## src/rtl/mips_muldiv_unit.sv

```systemverilog
`default_nettype none
// +--------------------------------------------------------------------------+
// | mips_muldiv_unit : iterative MULT/MULTU/DIV/DIVU unit with HI/LO pair.   |
// | Define MIPS_MULDIV_SIGNED_EN to build signed magnitude conversion/fixup. |
// | Rev 1.0 - initial release                                                |
// +--------------------------------------------------------------------------+
module mips_muldiv_unit #(
    parameter int WIDTH = 32
) (
    input  logic             CLK,
    input  logic             RST,
    input  logic             Start,
    input  logic [1:0]       Op,
    input  logic             MtHi,
    input  logic             MtLo,
    input  logic [WIDTH-1:0] Rs,
    input  logic [WIDTH-1:0] Rt,
    output logic [WIDTH-1:0] Hi,
    output logic [WIDTH-1:0] Lo,
    output logic             Busy,
    output logic             Done
);

    localparam int             CW     = $clog2(WIDTH);
    localparam logic [CW-1:0]  C_LAST = CW'(WIDTH - 1);

    localparam logic [1:0] S_IDLE = 2'd0;
    localparam logic [1:0] S_CALC = 2'd1;
    localparam logic [1:0] S_FIN  = 2'd2;

    logic [1:0]       state_q, state_d;
    logic [CW-1:0]    cnt_q, cnt_d;
    logic [WIDTH-1:0] acc_hi_q, acc_hi_d;
    logic [WIDTH-1:0] acc_lo_q, acc_lo_d;
    logic [WIDTH-1:0] mag_q, mag_d;
    logic [WIDTH-1:0] rs_q, rs_d;
    logic [WIDTH-1:0] hi_q, hi_d;
    logic [WIDTH-1:0] lo_q, lo_d;
    logic             is_div_q, is_div_d;
    logic             dz_q, dz_d;
    logic             done_q, done_d;

    logic [WIDTH-1:0]   abs_a, abs_b;
    logic [2*WIDTH-1:0] prod_fix;
    logic [WIDTH-1:0]   quo_fix, rem_fix;
    logic [WIDTH:0]     sum, rem_sh, diff;

`ifdef MIPS_MULDIV_SIGNED_EN
    logic sign_a, sign_b;
    logic neg_res_q, neg_res_d;
    logic neg_rem_q, neg_rem_d;

    assign sign_a = ~Op[0] & Rs[WIDTH-1];
    assign sign_b = ~Op[0] & Rt[WIDTH-1];
    assign abs_a  = sign_a ? -Rs : Rs;
    assign abs_b  = sign_b ? -Rt : Rt;

    always_comb begin
        neg_res_d = neg_res_q;
        neg_rem_d = neg_rem_q;
        if (state_q == S_IDLE && Start) begin
            neg_res_d = sign_a ^ sign_b;
            neg_rem_d = sign_a;
        end
    end

    always_ff @(posedge CLK or posedge RST) begin
        if (RST) begin
            neg_res_q <= 1'b0;
            neg_rem_q <= 1'b0;
        end else begin
            neg_res_q <= neg_res_d;
            neg_rem_q <= neg_rem_d;
        end
    end

    // Remainder follows the dividend's sign; quotient/product follow the XOR.
    assign prod_fix = neg_res_q ? -{acc_hi_q, acc_lo_q} : {acc_hi_q, acc_lo_q};
    assign quo_fix  = neg_res_q ? -acc_lo_q : acc_lo_q;
    assign rem_fix  = neg_rem_q ? -acc_hi_q : acc_hi_q;
`else
    logic unused_op0;
    assign unused_op0 = Op[0];
    assign abs_a      = Rs;
    assign abs_b      = Rt;
    assign prod_fix   = {acc_hi_q, acc_lo_q};
    assign quo_fix    = acc_lo_q;
    assign rem_fix    = acc_hi_q;
`endif

    // State register
    always_ff @(posedge CLK or posedge RST) begin
        if (RST) state_q <= S_IDLE;
        else     state_q <= state_d;
    end

    // Next-state logic
    always_comb begin
        state_d = state_q;
        case (state_q)
            S_IDLE:  if (Start) state_d = S_CALC;
            S_CALC:  if (cnt_q == C_LAST) state_d = S_FIN;
            S_FIN:   state_d = S_IDLE;
            default: state_d = S_IDLE;
        endcase
    end

    // Output logic
    always_comb begin
        Busy = (state_q != S_IDLE);
    end

    assign Done = done_q;
    assign Hi   = hi_q;
    assign Lo   = lo_q;

    // Datapath: acc_hi/acc_lo hold product {P_hi,P_lo} or {rem,quo}.
    always_comb begin
        cnt_d    = cnt_q;
        acc_hi_d = acc_hi_q;
        acc_lo_d = acc_lo_q;
        mag_d    = mag_q;
        rs_d     = rs_q;
        is_div_d = is_div_q;
        dz_d     = dz_q;
        hi_d     = hi_q;
        lo_d     = lo_q;
        done_d   = 1'b0;

        sum    = {1'b0, acc_hi_q} + {1'b0, mag_q};
        rem_sh = {acc_hi_q, acc_lo_q[WIDTH-1]};
        diff   = rem_sh - {1'b0, mag_q};

        case (state_q)
            S_IDLE: begin
                if (Start) begin
                    cnt_d    = '0;
                    is_div_d = Op[1];
                    dz_d     = Op[1] & (Rt == '0);
                    rs_d     = Rs;
                    acc_hi_d = '0;
                    acc_lo_d = Op[1] ? abs_a : abs_b;
                    mag_d    = Op[1] ? abs_b : abs_a;
                end else begin
                    if (MtHi) hi_d = Rs;
                    if (MtLo) lo_d = Rs;
                end
            end
            S_CALC: begin
                cnt_d = cnt_q + CW'(1);
                if (is_div_q) begin
                    // A clear borrow bit means the trial subtraction succeeded.
                    if (!diff[WIDTH])
                        {acc_hi_d, acc_lo_d} = {diff[WIDTH-1:0], acc_lo_q[WIDTH-2:0], 1'b1};
                    else
                        {acc_hi_d, acc_lo_d} = {rem_sh[WIDTH-1:0], acc_lo_q[WIDTH-2:0], 1'b0};
                end else if (acc_lo_q[0]) begin
                    {acc_hi_d, acc_lo_d} = {sum, acc_lo_q[WIDTH-1:1]};
                end else begin
                    {acc_hi_d, acc_lo_d} = {1'b0, acc_hi_q, acc_lo_q[WIDTH-1:1]};
                end
            end
            S_FIN: begin
                done_d = 1'b1;
                if (dz_q) begin
                    hi_d = rs_q;
                    lo_d = '1;
                end else if (is_div_q) begin
                    hi_d = rem_fix;
                    lo_d = quo_fix;
                end else begin
                    {hi_d, lo_d} = prod_fix;
                end
            end
            default: ;
        endcase
    end

    always_ff @(posedge CLK or posedge RST) begin
        if (RST) begin
            cnt_q    <= '0;
            acc_hi_q <= '0;
            acc_lo_q <= '0;
            mag_q    <= '0;
            rs_q     <= '0;
            is_div_q <= 1'b0;
            dz_q     <= 1'b0;
            hi_q     <= '0;
            lo_q     <= '0;
            done_q   <= 1'b0;
        end else begin
            cnt_q    <= cnt_d;
            acc_hi_q <= acc_hi_d;
            acc_lo_q <= acc_lo_d;
            mag_q    <= mag_d;
            rs_q     <= rs_d;
            is_div_q <= is_div_d;
            dz_q     <= dz_d;
            hi_q     <= hi_d;
            lo_q     <= lo_d;
            done_q   <= done_d;
        end
    end

endmodule
`default_nettype wire

```

## config.mk

```make
export PLATFORM = sky130hd
export DESIGN_NAME = mips_muldiv_unit
export DESIGN_NICKNAME = d
export VERILOG_FILES = /design/src/rtl/mips_muldiv_unit.sv
export SDC_FILE = /design/constraint.sdc
export NUM_CORES = 1
export LEC_CHECK = 0
export BUFFER_PORTS_ARGS = -buffer_cell sky130_fd_sc_hd__buf_2
export CAP_MARGIN = 20
export CORE_MARGIN = 2
export CORE_UTILIZATION = 30
export DETAILED_ROUTE_END_ITERATION = 16
export PLACE_DENSITY_LB_ADDON = 0.3
export SETUP_SLACK_MARGIN = 0.15
export SYNTH_ARGS = -nofsm -noshare
export SYNTH_HDL_FRONTEND = slang
export SYNTH_SLANG_ARGS = --single-unit
```

## constraint.sdc

```tcl
create_clock -name CLK -period 14.04 [get_ports CLK]
set_clock_uncertainty 0.1 [all_clocks]
set_input_delay 0.702 -clock CLK [delete_from_list [all_inputs] [get_ports CLK]]
set_output_delay 0.702 -clock CLK [all_outputs]
set_load 0.01 [all_outputs]
```

## Word-level counts from Yosys, hierarchy flattened

Cells that the tools add are included.

- Add/subtract/negate cells: 3
- Multiply operators: 0
- Divide/modulo/power cells: 0
- $lt $le $gt $ge: 0
- Equality and inequality tests: 8
- Shift operators: 0
- Muxes and demuxes: 26
- Bitwise gates (word level): 1
- Reduce and logical (&&, ||, !) cells: 10

Operators with widths:

| kind | count |
|---|---|
| $mux 32 | 15 |
| $pmux 32 s2 | 4 |
| $add 32x32->33 | 1 |
| $sub 33x32->33 | 1 |
| $logic_not 32->1 | 1 |
| $ne 2x2->1 const B | 5 |
| $pmux 5 s2 | 1 |
| $reduce_and 2->1 | 3 |
| $reduce_and 3->1 | 2 |
| $reduce_bool 2->1 | 3 |
| $add 5x1->5 const B | 1 |
| $eq 5x5->1 const B | 1 |
| $mux 5 | 1 |
| $mux 2 | 2 |
| $pmux 2 s2 | 1 |
| $eq 2x1->1 const B | 1 |
| $eq 2x2->1 const B | 1 |
| $logic_not 2->1 | 1 |
| $mux 1 | 2 |
| $and 1x1->1 | 1 |

- Register bits: 202
- Latch bits: 0
- RAM bits: 0
- Memory bits (read-only): 0
- Bits of input ports: 71
- Memories: 0

## Logic depth before layout (Yosys ltp)

Gate-level depths: netlist of run 1.

- Depth in word-level cells: 4
- Gate-level depth with buffers: 15
- Depth with buffers taken out: 13

## Worst setup path before layout of run 1

No wires, ideal clock.

- Path kind: reg-to-reg
- Start point: reg acc_lo_q[31]
- End point: reg acc_hi_q[26]
- Setup time: 0.065 ns
- Data arrival time: 2.920 ns
- Required time: 13.875 ns
- Slack: 10.955 ns
- Cell stages (with the launch flop): 15
- Path buffers: 1
- Cell sequence: dfrtp_1 -> inv_1 -> ha_1 -> fa_1 -> nand2b_1 -> a21oi_1 -> o211ai_1 -> a21oi_1 -> o22ai_2 -> mux2i_1 -> nand2_1 -> buf_4 -> mux2i_1 -> a221o_1 -> nand2_1

- Cells in the longest elaborated chain, start to end: 4

Ends and longest elaborated chain:

| item | RTL line | text |
|---|---|---|
| from (decl) | 34 | `logic [WIDTH-1:0] acc_lo_q, acc_lo_d;` |
| from (signal assigned) | 194 | `acc_lo_q <= acc_lo_d;` |
| $sub 33x32->33 | 132 | `diff = rem_sh - {1'b0, mag_q};` |
| $mux 32 | 153 | `if (!diff[WIDTH])` |
| $mux 32 | 151 | `if (is_div_q) begin` |
| $pmux 32 s2 | 134 | `case (state_q)` |
| to (signal assigned) | 193 | `acc_hi_q <= acc_hi_d;` |
| to (decl) | 33 | `logic [WIDTH-1:0] acc_hi_q, acc_hi_d;` |

No other way between the ends.
A chain may end at the register's enable or synchronous reset.

## Worst setup path in the final report of run 1

- Start point: reg acc_lo_q[31]
- End point: reg acc_hi_q[10]

The elaborated chain is that of the path after synthesis.

==> results of run 1 <==
-- cells in the mapped netlist, drive strengths merged (4+ instances only) --
cell	n	area (um^2)
nand2	340	1276
o21ai	223	1120
dfrtp	202	5055
mux2i	149	1491
a21oi	90	450.4
clkbuf	90	337.8
ha	66	825.8
inv	55	206.5
o211ai	46	345.3
a21o	37	277.8
nor2	37	138.9
o22ai	37	237.7
xnor2	27	236.5
a211oi	23	182.7
xor2	20	175.2
nor2b	18	112.6
buf	17	72.57
nand2b	15	93.84
nand3	13	65.06
and3	12	75.07
nand4	12	75.07
a22o	10	87.58
nor3	10	50.05
a31oi	9	56.30
o21a	9	67.56
o21bai	8	63.81
nor4	7	43.79
mux2	6	67.56
a221o	4	40.04
a311oi	4	41.29
and4	4	35.03
o221ai	4	35.03
o31ai	4	30.03
or3	4	25.02
-- cells by family after synthesis --
| family | count (synthesis) | share of synthesized area |
|---|---|---|
| AOI/OAI and AO/OA | 534 | 0.2362 |
| and+or+nand+nor | 485 | 0.1505 |
| DFF | 202 | 0.3644 |
| buffers and inverters | 162 | 0.04446 |
| muxes | 155 | 0.1124 |
| adders and majority gates | 68 | 0.06241 |
| xor gates and xnor gates | 47 | 0.02967 |
-- where the power goes --
group / internal, uW / total (uW) / switching [uW] / leakage [uW]
logic: 1150 / 2760 / 1610 / 0.00445
clock network: 338 / 597 / 259 / 0.000352
registers: 869 / 1160 / 295 / 0.00249
total: 2360 / 4520 / 2160 / 0.00729
-- sequential cells by signal (all words and copies together), names as in the netlist --
signal and flops:
mag_q 32, is_div_q 1, rs_q 32, state_q 2, dz_q 1, cnt_q 5, Done 1, acc_lo_q 32
Lo 32, acc_hi_q 32, Hi 32
-- layout make-up --
type | count | area [um^2] | area share
sequential | 202 | 5057 | 0.3204
timing repair buffer | 150 | 790.8 | 0.05010
multi-input combinational | 1289 | 8252 | 0.5227
tap | 600 | 750.7 | 0.04756
inverter | 55 | 214.0 | 0.01355
clock buffer | 35 | 690.7 | 0.04375
clock inverter | 5 | 30.03 | 0.001902
-- worst max-delay path: cells and delay by family (launching register included) --
kind	cells	cell delay, ns
mux	2	0.82
buf+inv	2	0.52
simple gates	2	0.70
compound gates	6	1.08
fa+ha+maj	2	0.61
flops	1	0.47
-- per-layer routing --
layer,vias up,wire [um]
li1,6066,-
met1,6048,20480
met2,365,20130
met3,75,2034
met4,2,1215
met5,-,7
-- stage by stage --
step	cells	total power, uW	utilization	instance area [um^2]
after floorplan	1653	3175	-	13870
after global placement	2296	3850	0.3312	15060
after detailed placement	2296	3901	0.3312	15060
after CTS	2336	4519	0.3471	15790
after global routing	2336	4891	0.3471	15790
final	2336	4521	0.3471	15790
-- final timing paths --
| check | startpoint | to | slack [ns] |
|---|---|---|---|
| setup / recovery | acc_lo_q[31] | acc_hi_q[10] | 9.58 |
| hold / removal | RST | Lo[4] | 0.26 |
| setup reg to reg | acc_lo_q[31] | acc_hi_q[10] | 9.58 |
| hold reg to reg | Lo[23] | Lo[23] | 0.38 |
| max in group asynchronous | RST | Lo[24] | 11.93 |
| min in group CLK | Rs[9] | rs_q[9] | 0.33 |
==> impl_metrics.json, run 1 <==
{
  "fin_tns_setup_ns": 0,
  "final-setup-viol-count": 0,
  "fin_hold_ws_ns": 0.2559,
  "hpwl_um": 30770,
  "grt_most_used_layer": "met2",
  "hold_viol": 0,
  "async_flop_share": 1.000,
  "io_pins": 137,
  "min_period_ns": 4.461,
  "htree_num_levels": 1,
  "cp-start-kind": "register",
  "vias_per_cell": 5.375,
  "r2r_cells": 14,
  "criticalPathCategory": "reg2reg",
  "dieArea_um2": 47980,
  "crit_top_cell": "a21oi_1",
  "gr-usage-met3": 0.01982,
  "synth_ff_type": "dfrtp_1",
  "hp-class": "in2async",
  "synth_edf_count": 0,
  "grt_max_degree": 134,
  "vdd_drop_max_mv": 0.1285,
  "final_common_cell": "nand2_1",
  "worst_pin_slew_ns": 1.001,
  "crit_chain": "inv_1 > ha_1 > fa_1 > nand2b_1 > a21oi_1 > o211ai_1 > a21oi_1 > o22ai_2 > mux2i_1 > nand2_1 > buf_4 > mux2_1 > a21oi_1 > o21ai_1",
  "areaGrowthSynthToFinish_pct": 13.78,
  "drive_gt1_frac": 0.1204,
  "required_ns": 14.34,
  "cp_slowest_cell": "nand2_1",
  "met1_usage": 0.2535,
  "syn-num-nets": 1792,
  "cts_buffers": 23,
  "io_buffers": 135,
  "grt_pass1_wl_um": 69490,
  "max-cap-violations": 0,
  "ctsLongestPathBuffers": 3,
  "ys_seq_area_frac": 0.3644,
  "mappedNetlistArea_um2": 13870,
  "arrival_ns": 4.76,
  "leakage_uw": 0.007287,
  "die_x_um": 219.0,
  "die_height_um": 219.0,
  "cts_root_buf": "clkbuf_16",
  "cts.sinks": 202,
  "grtUsageTotal": 0.1805,
  "relSlewSlack": 0.3327,
  "ctsHoldBuffers": 0,
  "antennaDiodeCount": 0,
  "wirelength_um": 43870,
  "cp-end-kind": "register",
  "ys_seq_elements": 202,
  "final_cell_mix": "339 x nand2_1, 200 x dfrtp_1, 198 x o21ai_0, 149 x mux2i_1, 134 x buf_2",
  "netlist-cell-type-count": 67,
  "synthCells": 1653,
  "grt_pass1_vias": 12283,
  "fmax_mhz": 224.2,
  "powerDensity_nw_per_um2": 286.4,
  "drt_pass1_iterations": 4,
  "status": "complete, no violations",
  "critPathMaxStageDelay_ns": 0.51,
  "core_area_um2": 45480,
  "postSynthAreaPerCell_um2": 8.393,
  "via_count": 12556,
  "cts_tree": "built",
  "overflow": 0,
  "path_clk_slew_ns": 0.07,
  "grt_setup_unrepaired": "no",
  "met2_usage": 0.2896,
  "fillers": 4825,
  "period_share": 0.3178,
  "initial_core_util": 0.3051,
  "route.antenna.remaining_nets": 0,
  "fin_nets": 1860,
  "row_count": 78,
  "dp_slack_ns": 9.595,
  "antenna_found_initial": 1,
  "drc": 0,
  "yosys_warnings": 0,
  "post_cts_resized": 0,
  "postCtsSetupRepairBufs": 0,
  "clock_latency_ns": 0.54,
  "wl_per_cell_um": 18.78,
  "fin_ws_ns": 9.579,
  "slew_viol_final": 0,
  "drt_iter0_drc": 710,
  "critPathMaxFanout": 26,
  "place.gp.congestion": 0.8821
}
No activity file was read; power rests on OpenSTA's default activity.
==> inputs of run 2 (changes only) <==
- clock period: 14.04 -> 3.95 ns (I/O delays scaled with it)
==> run 2 against run 1 <==
Register-to-register slack got worse by 9.2 ns. Flip-flop and latch count did not move. Clock power rose to 3.7 times the previous value. Global-route usage increased by 0.37 points. Sequential power rose to 3.6 times the previous value. Critical path depth is the same. Via count up 1.7%. Utilization increased by 1.8 points. Total power increased to 3.6 times the previous value. Largest cell class unchanged.
==> impl_metrics.json, run 2 (synthesis gave the netlist of run 1 again) <==
{
  "status": "complete, no violations",
  "cts_buffers": 23,
  "r2r_cells": 14,
  "final-setup-viol-count": 0,
  "final_core_util": 0.3648,
  "final_cell_mix": "339 x nand2_1, 200 x dfrtp_1, 198 x o21ai_0, 149 x mux2i_1, 134 x buf_2",
  "row_count": 78,
  "min_path_cells": 3,
  "reg2reg_slack_ns": 0.38,
  "postCtsSetupRepairBufs": 0,
  "powerDensity_nw_per_um2": 986.4,
  "overflow": 0,
  "cp-start-kind": "register",
  "fin_nets": 1934,
  "min_period_ns": 3.569,
  "place.gp.congestion": 0.9300,
  "wirelength_um": 44330,
  "critPathMaxStageDelay_ns": 0.44,
  "areaGrowthSynthToFinish_pct": 19.59,
  "fin_tns_setup_ns": 0,
  "leakage_uw": 0.007637,
  "vias_per_cell": 5.297,
  "final_common_cell": "nand2_1",
  "cts.sinks": 202,
  "relSlewSlack": 0.3963,
  "r2r-end": "acc_hi_q[31]",
  "endpoint": "acc_hi_q[31]",
  "cts_root_buf": "clkbuf_16",
  "cts_tree": "built",
  "die_x_um": 219.0,
  "required_ns": 4.29,
  "antennaDiodeCount": 0,
  "die_height_um": 219.0,
  "criticalPathCategory": "reg2reg",
  "ctsLongestPathBuffers": 3,
  "cp.depth": 14,
  "hp-class": "in2reg",
  "hold_viol": 0,
  "period_share": 0.9036,
  "cp_slowest_cell": "dfrtp_1",
  "dieArea_um2": 47980,
  "route.antenna.remaining_nets": 0,
  "clock_latency_ns": 0.52,
  "io_buffers": 135,
  "hpwl_um": 31560,
  "crit_start": "acc_hi_q[0]",
  "slew_viol_final": 0,
  "crit_chain": "ha_1 > inv_1 > fa_1 > nand2b_1 > a211oi_1 > buf_4 > o21ai_1 > a21oi_2 > a221oi_1 > o2111ai_1 > o211ai_1 > o31ai_1 > o311ai_1 > nor3_1",
  "grtUsageTotal": 0.1842,
  "fillers": 4749,
  "grt_pass1_vias": 12784,
  "htree_num_levels": 1,
  "core_area_um2": 45480,
  "antenna_found_initial": 0,
  "io_pins": 137,
  "worst_pin_slew_ns": 0.9033,
  "grt_setup_unrepaired": "yes",
  "crit_family": "compound AO/OA/AOI/OAI gates",
  "path_buf_inv": 2,
  "drt_iter0_drc": 729,
  "initial_core_util": 0.3051,
  "drt_pass1_iterations": 5,
  "critPathMaxFanout": 6,
  "fmax_mhz": 280.2,
  "drive_gt1_frac": 0.1238,
  "via_count": 12766,
  "path_clk_slew_ns": 0.06,
  "max-cap-violations": 0,
  "wl_per_cell_um": 18.40,
  "vdd_drop_max_mv": 0.3519,
  "grt_pass1_wl_um": 71100,
  "r2r_start": "acc_hi_q[0]",
  "cp-end-kind": "register",
  "multi_input_area_um2": 8259,
  "drc": 0,
  "regArea_um2": 5057,
  "grt_max_degree": 81,
  "arrival_ns": 3.91
}
run 2: cell types whose count changed in the layout (fill, tap and decap cells not counted), moves of 3 or more:
cell,before,now
clkinv_2,3,6
clkbuf_1,5,2
buf_12,0,4
buf_4,16,22
dlygate4sd3_1,0,64
run 2: layout make-up:
type | instances | share of cell area
Timing Repair Buffer | 224 | 0.09382
Clock inverter | 10 | 0.006335
Clock buffer | 30 | 0.03929
Sequential cell | 202 | 0.3048
Multi-Input combinational cell | 1289 | 0.4978
Tap cell | 600 | 0.04525
Inverter | 55 | 0.01267
run 2: worst min-delay path, cell delays in order:
cell and delay (ns):
buf_2 0.16, mux2i_1 0.11, o21ai_0 0.13
run 2: timing repair:
item / in CTS / in global routing
setup endpoints to repair: 0 / 4
resized for setup: 0 / 2
endpoints found under the hold margin: 320 / 0
hold buffers: 64 / 0
run 2: per-stage QoR:
stage                     cell area [um^2]  instances  power [uW]  hold slack, ns  worst slack [ns]
after floorplan                      13880       1653       11290          0.2029            0.8646
after global placement               15190       2306       13880        0.002786            0.3857
after detailed placement             15190       2306       14020        0.007281            0.3136
after CTS                            16580       2410       16360        0.006304            0.2607
after global routing                 16590       2410       17760         0.03434           0.06797
final                                16590       2410       16370         0.02028            0.3807
run 2: routing by layer:
| layer | part of all wire | wire length, um | vias up | global-route usage |
|---|---|---|---|---|
| li1 | - | - | 6223 | - |
| met1 | 0.48 | 21210 | 6168 | 0.2574 |
| met2 | 0.45 | 20020 | 298 | 0.2932 |
| met3 | 0.039 | 1717 | 77 | 0.02121 |
| met4 | 0.031 | 1390 | 0 | 0.06532 |
| met5 | 0 | 0 | - | 0 |
run 2: worst min-delay path by stage:
stage / endpoint / start
2_1_floorplan: rs_q[0] / Rs[0]
3_3_place_gp: Lo[4] / RST
3_5_place_dp: Lo[4] / RST
4_1_cts: Lo[4] / RST
5_1_grt: mag_q[16] / Rt[16]
6_report: mag_q[15] / Rt[15]
run 2: power breakdown:
group          leakage, uW  internal (uW)  total, uW  switching [uW]
Clock             0.000374           1290       2190             902
Combinational      0.00478           4250       9980            5730
Sequential         0.00249           3090       4200            1110
Total              0.00764           8630      16400            7740
